$ cat src/rtl/frame_pattern_checker_position_counter.sv
// ============================================================================
// pattern_position_counter: bar_col -> bar -> col -> row position chain.
// Revision: 1.0
// ============================================================================
`default_nettype none

module pattern_position_counter #(
  parameter int FRAME_WIDTH    = 640,
  parameter int FRAME_HEIGHT   = 480,
  parameter int NUM_COLOR_BARS = 10
) (
  input  wire logic       clk,
  input  wire logic       reset_n,
  input  wire logic       advance_i,
  input  wire logic       restart_i,
  output logic [3:0]      bar_o,
  output logic            at_origin_o,
  output logic            last_pixel_o
);

  localparam int COL_W = $clog2(FRAME_WIDTH);
  localparam int ROW_W = $clog2(FRAME_HEIGHT);
  localparam int BAR_W = FRAME_WIDTH / NUM_COLOR_BARS;
  localparam int BC_W  = (BAR_W > 1) ? $clog2(BAR_W) : 1;

  logic [BC_W-1:0]  bar_col_q, bar_col_d, w_base_bc;
  logic [3:0]       bar_q, bar_d, w_base_bar;
  logic [COL_W-1:0] col_q, col_d, w_base_col;
  logic [ROW_W-1:0] row_q, row_d, w_base_row;

  // Restart makes the current word pixel (0,0) regardless of the stored position.
  assign w_base_bc  = restart_i ? '0 : bar_col_q;
  assign w_base_bar = restart_i ? '0 : bar_q;
  assign w_base_col = restart_i ? '0 : col_q;
  assign w_base_row = restart_i ? '0 : row_q;

  assign bar_o        = w_base_bar;
  assign at_origin_o  = (row_q == '0) && (col_q == '0);
  assign last_pixel_o = (w_base_row == ROW_W'(FRAME_HEIGHT - 1)) &&
                        (w_base_col == COL_W'(FRAME_WIDTH - 1));

  always_comb begin
    bar_col_d = w_base_bc;
    bar_d     = w_base_bar;
    col_d     = w_base_col;
    row_d     = w_base_row;
    if (advance_i) begin
      if (w_base_col == COL_W'(FRAME_WIDTH - 1)) begin
        col_d     = '0;
        bar_d     = '0;
        bar_col_d = '0;
        row_d     = (w_base_row == ROW_W'(FRAME_HEIGHT - 1)) ? '0 : w_base_row + 1'b1;
      end else begin
        col_d = w_base_col + 1'b1;
        if (w_base_bc == BC_W'(BAR_W - 1)) begin
          bar_col_d = '0;
          bar_d     = w_base_bar + 1'b1;
        end else begin
          bar_col_d = w_base_bc + 1'b1;
        end
      end
    end
  end

  always_ff @(posedge clk or negedge reset_n) begin
    if (!reset_n) begin
      bar_col_q <= '0;
      bar_q     <= '0;
      col_q     <= '0;
      row_q     <= '0;
    end else begin
      bar_col_q <= bar_col_d;
      bar_q     <= bar_d;
      col_q     <= col_d;
      row_q     <= row_d;
    end
  end

endmodule

`default_nettype wire

$ cat config.mk
export PLATFORM = sky130hd
export DESIGN_NAME = pattern_position_counter
export DESIGN_NICKNAME = d
export VERILOG_FILES = /design/src/rtl/frame_pattern_checker_position_counter.sv
export SDC_FILE = /design/constraint.sdc
export NUM_CORES = 1
export LEC_CHECK = 0
export BUFFER_PORTS_ARGS = -buffer_cell sky130_fd_sc_hd__buf_4
export CORE_MARGIN = 3
export CORE_UTILIZATION = 50
export CTS_BUF_LIST = sky130_fd_sc_hd__clkbuf_4
export DETAILED_ROUTE_END_ITERATION = 8
export PLACE_DENSITY_LB_ADDON = 0.08
export SYNTH_ARGS = -nofsm -noshare
export SYNTH_HDL_FRONTEND = slang
export SYNTH_SLANG_ARGS = --single-unit
$ cat constraint.sdc
create_clock -name clk -period 2.6 [get_ports clk]
set_clock_uncertainty 0.15 [all_clocks]
set_input_delay 0.26 -clock clk [delete_from_list [all_inputs] [get_ports clk]]
set_output_delay 0.26 -clock clk [all_outputs]
set_load 0.005 [all_outputs]
==> results.cfg, run 1 <==
[outcome]
status = finished, final reports clean

[place]
dp_hpwl_um = 2400
portBuffers = 9
place_ws_ns = 0.303
placed_area_um2 = 1760
place.gp.congestion = 0.808

[sta]
max_freq_ghz = 0.427
finalMaxSlewViolations = 0
rsz0062_at_grt = false
hold_ws_ns = 0.0539
hold_viol = 0
layout_setup_ws_ns = 0.259
period_needed_ns = 2.34
worstMarginPinSlew_ns = 0.374
max_slew_margin = 0.751
final.setup.tns_ns = 0
setup_viol = 0
min_period_over_period = 0.900

[clock_network]
clk_latency_ns = 0.34
cts_tree = yes
htreeDepth = 2
cts_root_buf = clkbuf_4
clockBufferDepth = 2
cts_made_buffers = 5
path_clk_slew_ns = 0.11
cts.sinks = 29

[route]
drt_iter0_drc = 64
dr.pass1.iters = 4
wire_per_inst_um = 14.7
totalWireLength_um = 3410
vias = 1313
antenna_left = 0
vias_per_cell = 5.68
drc_errors = 0

[setup_path]
cp.arrival_ns = 1.93
end_kind = output pin
worstPathMaxFanout = 7
path_class = register to output pin
rr_worst_depth = 6
crit_required_ns = 2.19
cp-start-kind = register

[run]
cap_violations = 0

[yosys]
ys_seq_area_frac = 0.438
ys.warnings.count = 0
syn_inst = 175
muxShareOfSynthArea = 0.0317
synthArstFlopShare = 1.00
syn_nets = 182
ys_ff_latch = 29
synth_flop_cell = dfrtp_1
synthesis.area_um2 = 1660
synth_area_per_cell_um2 = 9.47
synth_top_family_by_area = simple AND/OR/NAND/NOR gates
synth-xor-area-share = 0.0687
synth-adder-area-share = 0.0227
synth_compound_area_frac = 0.0680
synth-simple-area-share = 0.338
synth_enable_flop_cells = 0
synth_cell_types = 41

[floorplan]
rows = 20
ios = 10
die_height_um = 63.6
core_um2 = 3100
dieArea_um2 = 4040
initial_core_util = 0.534
die_w_um = 63.6

[global_route]
grt_usage = 0.202
overflow = 0
grt_max_degree = 30
grt_pass1_wl_um = 6400
grt_antenna_before_repair = 0
grt_pass1_vias = 1418

[final_layout]
final_common_cell = dfrtp_1
diodes = 0
drive_gt1_frac = 0.139
layout_common_cells = 29 x dfrtp_1, 16 x nor2_1, 13 x nand3_1
final_area_um2 = 1880
syn2layout_area_growth_pct = 13.4
nets = 193

[hold_path]
worst_hold_path_type = primary input to register
whs_path_depth = 2

[power_and_ir_drop]
power.density_nw_per_um2 = 523
vdd_drop_max_uv = 354
finalPower_uw = 983
p_leak_nw = 0.868
[worst max-delay path: stages (launching register included)]
cell     delay [ns]
dfrtp_1        0.40
nor2b_1        0.19
ha_1           0.20
and4_1         0.35
nand3_2        0.20
nor2_1         0.15
buf_4          0.13
[what timing repair did]
action,4_1_cts,5_1_grt
buffers inserted,0,0
hold endpoints to repair,29,0
setup endpoints to repair,0,1
resized for setup,0,1
hold buffers,1,0
[path summary, 6_finish.rpt]
check	from	endpoint	slack, ns
setup / recovery	col_q[1]$_DFF_PN0_	last_pixel_o	0.26
hold / removal	restart_i	row_q[5]$_DFF_PN0_	0.05
setup reg to reg	col_q[1]$_DFF_PN0_	row_q[5]$_DFF_PN0_	0.38
hold reg to reg	row_q[8]$_DFF_PN0_	row_q[8]$_DFF_PN0_	0.45
max in group asynchronous	reset_n	bar_col_q[0]$_DFF_PN0_	1.78
min in group asynchronous	reset_n	row_q[8]$_DFF_PN0_	0.22
[per-stage QoR]
step | util | cells
after global routing | 0.606 | 231
after CTS | 0.604 | 231
after detailed placement | 0.568 | 222
after global placement | 0.568 | 222
after floorplan | - | 175
final | 0.606 | 231
[layout make-up]
cell class	count	area, um^2
fillers	283	1220
inverters	6	22.5
clock inverters	3	65.1
well taps	44	55.1
repair buffers	12	92.6
clock buffers	5	37.5
flip-flops and latches	29	726
multi-input cells	132	881
[per-layer routing]
metal,routed length (um),global-route usage,share of wire
met1,1540,0.251,0.45
met2,1670,0.327,0.49
met3,162,0.0624,0.048
met4,36,0.0809,0.011
met5,0,0,0
[Yosys cell counts (2+ instances only)]
| cell | n | share of area |
|---|---|---|
| nand4_1 | 7 | 0.026 |
| o21ai_0 | 7 | 0.021 |
| mux2i_1 | 3 | 0.018 |
| and4b_1 | 4 | 0.024 |
| nand2b_1 | 6 | 0.023 |
| and2b_1 | 3 | 0.014 |
| nor4_1 | 6 | 0.023 |
| buf_2 | 2 | 0.0060 |
| nor3_1 | 4 | 0.012 |
| mux2_2 | 2 | 0.014 |
| a21oi_1 | 5 | 0.015 |
| nand2_1 | 8 | 0.018 |
| a21boi_0 | 2 | 0.0091 |
| ha_1 | 3 | 0.023 |
| dfrtp_1 | 29 | 0.44 |
| and3_1 | 2 | 0.0076 |
| xnor2_1 | 4 | 0.021 |
| xor2_1 | 9 | 0.048 |
| or3_1 | 2 | 0.0076 |
| nor2_1 | 16 | 0.036 |
| and4_1 | 2 | 0.011 |
| nand3_1 | 14 | 0.042 |
| clkbuf_1 | 5 | 0.011 |
| and2_1 | 2 | 0.0076 |
| inv_1 | 6 | 0.014 |
| nor2b_1 | 7 | 0.026 |
[flip-flops by register name (all words and copies together) (netlist names)]
signal	flops
col_q	10
bar_q	4
bar_col_q	6
row_q	9
[cells by family (layout without fill, tap and decap cells)]
family | count (synthesis) | after routing
and+or+nand+nor | 92 | 92
DFF | 29 | 29
AOI/OAI and AO/OA | 19 | 19
buffers and inverters | 14 | 26
xor gates and xnor gates | 13 | 13
muxes | 5 | 5
adders and majority gates | 3 | 3
[where the power goes]
group	leakage, nW	internal [mW]	switching [mW]
sequential	0.399	0.459	0.00739
combinational	0.414	0.0228	0.0346
clock	0.0552	0.298	0.162
total	0.868	0.779	0.204
Note: power is estimated with default switching activity, not from simulation.
==> run 2: changes to the inputs <==
--- a/config.mk
+++ b/config.mk
@@ -7,10 +7,11 @@
 export LEC_CHECK = 0
 export BUFFER_PORTS_ARGS = -buffer_cell sky130_fd_sc_hd__buf_4
 export CORE_MARGIN = 3
-export CORE_UTILIZATION = 50
+export CORE_UTILIZATION = 55
 export CTS_BUF_LIST = sky130_fd_sc_hd__clkbuf_4
 export DETAILED_ROUTE_END_ITERATION = 8
 export PLACE_DENSITY_LB_ADDON = 0.08
+export SETUP_SLACK_MARGIN = 0.3
 export SYNTH_ARGS = -nofsm -noshare
 export SYNTH_HDL_FRONTEND = slang
 export SYNTH_SLANG_ARGS = --single-unit
==> constraint.sdc (replaced) <==
create_clock -name clk -period 2.05 [get_ports clk]
set_clock_uncertainty 0.15 [all_clocks]
set_input_delay 0.205 -clock clk [delete_from_list [all_inputs] [get_ports clk]]
set_output_delay 0.205 -clock clk [all_outputs]
set_load 0.005 [all_outputs]
==> run 2 against run 1 <==
  * Highest routed layer unchanged
  * Worst setup slack worse by 0.22 ns
  * Wire length rose by 31%
  * Via count increased by 16%
  * Sequential power increased by 26%
==> results.cfg, run 2 (synthesis results as in run 1) <==
[global_route]
grt_usage = 0.243
overflow = 0
grt_pass1_vias = 1459
grt_max_degree = 30
grt_antenna_before_repair = 0
grt_pass1_wl_um = 6580

[final_layout]
largest_register = col_q
top_regs = col_q (10), row_q (9), bar_col_q (6)
diodes = 0
final_common_cell = dfrtp_1
layout_common_cells = 29 x dfrtp_1, 27 x buf_4, 11 x nand3_1
final_area_um2 = 2320
largest_reg_flops = 10
num-fill-cells = 166
drive_gt1_frac = 0.400
register_area_um2 = 726
nets = 222
post-route-util = 0.828
syn2layout_area_growth_pct = 40.2
multiInputGateArea_um2 = 1100

[clock_network]
htreeDepth = 2
cts_tree = yes
clockBufferDepth = 2
clk_latency_ns = 0.33
path_clk_slew_ns = 0.09
cts.sinks = 29
cts_made_buffers = 5
cts_root_buf = clkbuf_4

[power_and_ir_drop]
power.density_nw_per_um2 = 450
p_leak_nw = 1.01
finalPower_mw = 1.05
vdd_drop_max_uv = 483

[place]
portBuffers = 9
placed_area_um2 = 1860
place.gp.congestion = 0.855
dp_hpwl_um = 2510
place_ws_ns = -0.0343

[setup_path]
end_kind = register
cp-start-kind = register
cp.arrival_ns = 2.07
worstPathMaxFanout = 4
path_class = register to register
crit_required_ns = 2.12

[sta]
min_period_over_period = 0.979
max_freq_ghz = 0.498
final.setup.tns_ns = 0
finalMaxSlewViolations = 0
period_needed_ns = 2.01
max_slew_margin = 0.748
hold_viol = 0
setup_viol = 0
rsz0062_at_grt = true
worstMarginPinSlew_ns = 0.377
layout_setup_ws_ns = 0.0422

[route]
totalWireLength_um = 4460
vias_per_cell = 6.20
antenna_left = 0
vias = 1524
drt_iter0_drc = 113
dr.pass1.iters = 5
drc_errors = 0
wire_per_inst_um = 18.1

[hold_path]
worst_hold_path_type = primary input to register

[floorplan]
die_w_um = 60.9
rows = 19
core_um2 = 2810
ios = 10
die_height_um = 60.9
dieArea_um2 = 3710
initial_core_util = 0.591

[run]
cap_violations = 0

[outcome]
status = finished, final reports clean
## run 2: cell types whose count changed in the layout (fill, tap and decap cells not counted), sizes merged
| cell | previous run | this run |
|---|---|---|
| dlygate4sd3 | 1 | 2 |
| clkbuf | 5 | 6 |
| buf | 11 | 39 |
| bufinv | 2 | 0 |
## run 2: layout make-up
cell class / count / share of cell area
inverters: 6 / 0.00970
repair buffers: 41 / 0.165
well taps: 31 / 0.0167
flip-flops and latches: 29 / 0.312
clock buffers: 6 / 0.0194
multi-input cells: 132 / 0.475
clock inverters: 1 / 0.00162
## run 2: power by group
| group | leakage (nW) | internal [mW] | switching (mW) | total [mW] |
|---|---|---|---|---|
| Clock | 0.0292 | 0.137 | 0.198 | 0.336 |
| Sequential | 0.399 | 0.581 | 0.00715 | 0.589 |
| Combinational | 0.583 | 0.0576 | 0.0637 | 0.121 |
## run 2: per-layer routing
layer | wire, um | share of wire | vias to the layer above | GRT usage
met5 | 0 | 0 | - | 0
li1 | - | - | 702 | -
met3 | 222 | 0.050 | 10 | 0.0638
met4 | 116 | 0.026 | 0 | 0.0929
met1 | 1900 | 0.43 | 766 | 0.301
met2 | 2220 | 0.50 | 46 | 0.406
## run 2: critical path, stage by stage (launching register included)
cell,delay [ns]
dfrtp_1,0.47
nor4b_4,0.28
buf_4,0.19
nand4_1,0.15
buf_4,0.18
buf_6,0.12
o21ai_0,0.25
a21oi_2,0.10
## run 2: worst paths after layout
check,to,depth (start not counted),slack [ns],startpoint
setup / recovery,row_q[5]$_DFF_PN0_,7,0.04,col_q[8]$_DFF_PN0_
hold / removal,bar_col_q[0]$_DFF_PN0_,2,0.09,advance_i
setup reg to reg,row_q[5]$_DFF_PN0_,7,0.04,col_q[8]$_DFF_PN0_
hold reg to reg,bar_col_q[4]$_DFF_PN0_,2,0.46,bar_col_q[4]$_DFF_PN0_
max in group asynchronous,col_q[1]$_DFF_PN0_,2,1.29,reset_n
min in group asynchronous,row_q[4]$_DFF_PN0_,2,0.18,reset_n
## run 2: timing repair
| item | CTS | global route |
|---|---|---|
| pin swaps | 5 | 22 |
| gates cloned | 1 | 0 |
| resized for setup | 22 | 35 |
| buffers inserted | 10 | 9 |
| hold buffers | 2 | 0 |
| endpoints found under the hold margin | 31 | 0 |
| endpoints found under the setup margin | 27 | 23 |
## run 2: metrics by stage
| stage | instances | hold slack, ns |
|---|---|---|
| floorplan | 175 | -0.241 |
| global placement | 217 | -0.00528 |
| detailed placement | 217 | -0.000983 |
| CTS | 237 | 0.0666 |
| global route | 246 | 0.0832 |
| finish | 246 | 0.0866 |
==> run 3: changes to the inputs <==
==> constraint.sdc (replaced) <==
create_clock -name clk -period 2.05 [get_ports clk]
set_clock_uncertainty 0.15 [all_clocks]
set_input_delay 0.1025 -clock clk [delete_from_list [all_inputs] [get_ports clk]]
set_output_delay 0.1025 -clock clk [all_outputs]
set_load 0.005 [all_outputs]
==> run 3 against run 2 <==
  * Worst setup slack better by 0.061 ns
  * Non-clock buffer count down 3
  * First-iteration DRC count down 17%
  * Critical endpoint unchanged
==> results.cfg, run 3 (synthesis results as in run 1) <==
[final_layout]
largest_register = col_q
drive_gt1_frac = 0.357
register_area_um2 = 727
diodes = 0
multiInputGateArea_um2 = 1040
syn2layout_area_growth_pct = 36.6
final_area_um2 = 2260
final_common_cell = dfrtp_1
post-route-util = 0.806
largest_reg_flops = 10
nets = 219
layout_common_cells = 28 x dfrtp_1, 27 x buf_4, 14 x nor2_1
top_regs = col_q (10), row_q (9), bar_col_q (6)
num-fill-cells = 164

[global_route]
overflow = 0
grt_pass1_vias = 1363
grt_max_degree = 30
grt_pass1_wl_um = 6110
grt_usage = 0.224
grt_antenna_before_repair = 0

[route]
drc_errors = 0
antenna_left = 0
vias = 1450
drt_iter0_drc = 94
vias_per_cell = 5.94
dr.pass1.iters = 4
totalWireLength_um = 3750
wire_per_inst_um = 15.4

[sta]
max_freq_ghz = 0.514
max_slew_margin = 0.758
layout_setup_ws_ns = 0.103
hold_viol = 0
worstMarginPinSlew_ns = 0.363
setup_viol = 0
final.setup.tns_ns = 0
period_needed_ns = 1.95
rsz0062_at_grt = true
min_period_over_period = 0.950
finalMaxSlewViolations = 0

[setup_path]
rr_worst_depth = 6
cp.arrival_ns = 2.05
worstPathCellList = nor2b_4 -> ha_4 -> and4_4 -> nand4_1 -> or4b_1 -> a21oi_2
rrSetupSlack_ns = 0.10
path_class = register to register
cp-start-kind = register
rr_endpoint = row_q[5]$_DFF_PN0_
r2r_start = col_q[1]$_DFF_PN0_
cp_slowest_stage_delay_ns = 0.53
crit_required_ns = 2.15
end_kind = register
worstPathMaxFanout = 6
worst_path_max_delay_cell = or4b_1

[floorplan]
core_um2 = 2810
die_w_um = 60.9
die_height_um = 60.9
ios = 10
dieArea_um2 = 3710
rows = 19
initial_core_util = 0.591

[clock_network]
clockBufferDepth = 2
cts.sinks = 29
cts_root_buf = clkbuf_4
cts_tree = yes
htreeDepth = 2
clk_latency_ns = 0.32
cts_made_buffers = 5
path_clk_slew_ns = 0.09

[power_and_ir_drop]
p_leak_nw = 1.01
power_frac_comb = 0.098
p_int_uw = 904
power.switching_uw = 261
power.density_nw_per_um2 = 515
vdd_drop_max_uv = 381
switching_share = 0.224
p_seq_frac = 0.505
p_clk_frac = 0.397

[outcome]
status = finished, final reports clean

[place]
place_ws_ns = 0.0451
portBuffers = 9
placed_area_um2 = 1870
dp_hpwl_um = 2400
place.gp.congestion = 0.855

[hold_path]
worst_hold_path_type = primary input to register
whs_path_depth = 4
worstHoldStart = restart_i
whs_endpoint = col_q[1]$_DFF_PN0_

[run]
cap_violations = 0
run 3: power groups by stage:
stage	sequential, mW	combinational (mW)	clock (mW)
after global routing	0.589	0.127	0.509
after CTS	0.588	0.108	0.474
after detailed placement	0.602	0.0873	0
after global placement	0.601	0.0862	0
after floorplan	0.600	0.0480	0
final	0.588	0.114	0.463
run 3: final cells by class:
cell class | instances | share of cell area
inverters | 6 | 0.00996
clock buffers | 6 | 0.0199
multi-input cells | 132 | 0.462
well taps | 31 | 0.0171
clock inverters | 2 | 0.0149
flip-flops and latches | 29 | 0.321
repair buffers | 38 | 0.155
run 3: what timing repair did:
action	4_1_cts	5_1_grt
hold buffers	2	0
pin swaps	8	6
cloned	0	0
buffers inserted	12	4
hold endpoints to repair	31	0
endpoints found under the setup margin	25	24
resized for setup	11	31
run 3: stage by stage:
stage	instances	power, mW	hold slack [ns]
2_1_floorplan	175	0.648	-0.343
3_3_place_gp	218	0.687	-0.107
3_5_place_dp	218	0.689	-0.106
4_1_cts	240	1.17	0.0000399
5_1_grt	244	1.23	0.00755
6_report	244	1.16	0.0195
run 3: layer usage:
metal | vias to the layer above | share of wire | global-route usage
met2 | 35 | 0.52 | 0.379
met1 | 701 | 0.43 | 0.273
met4 | 0 | 0.0096 | 0.0650
li1 | 708 | - | -
met5 | - | 0 | 0
met3 | 6 | 0.043 | 0.0702
run 3: worst max-delay path by stage:
| stage | end | cells after the start | from |
|---|---|---|---|
| after floorplan | row_q[5]$_DFF_PN0_ | 7 | col_q[1]$_DFF_PN0_ |
| after global placement | row_q[5]$_DFF_PN0_ | 7 | col_q[0]$_DFF_PN0_ |
| after detailed placement | row_q[7]$_DFF_PN0_ | 7 | col_q[0]$_DFF_PN0_ |
| after CTS | row_q[7]$_DFF_PN0_ | 4 | row_q[0]$_DFF_PN0_ |
| after global routing | row_q[5]$_DFF_PN0_ | 6 | col_q[1]$_DFF_PN0_ |
| final | row_q[5]$_DFF_PN0_ | 6 | col_q[1]$_DFF_PN0_ |
run 3: critical path, delay by kind of cell, from the launching register on:
| kind | cells | cell delay, ns |
|---|---|---|
| flops | 1 | 0.35 |
| compound gates | 1 | 0.15 |
| simple gates | 4 | 1.09 |
| fa+ha+maj | 1 | 0.14 |
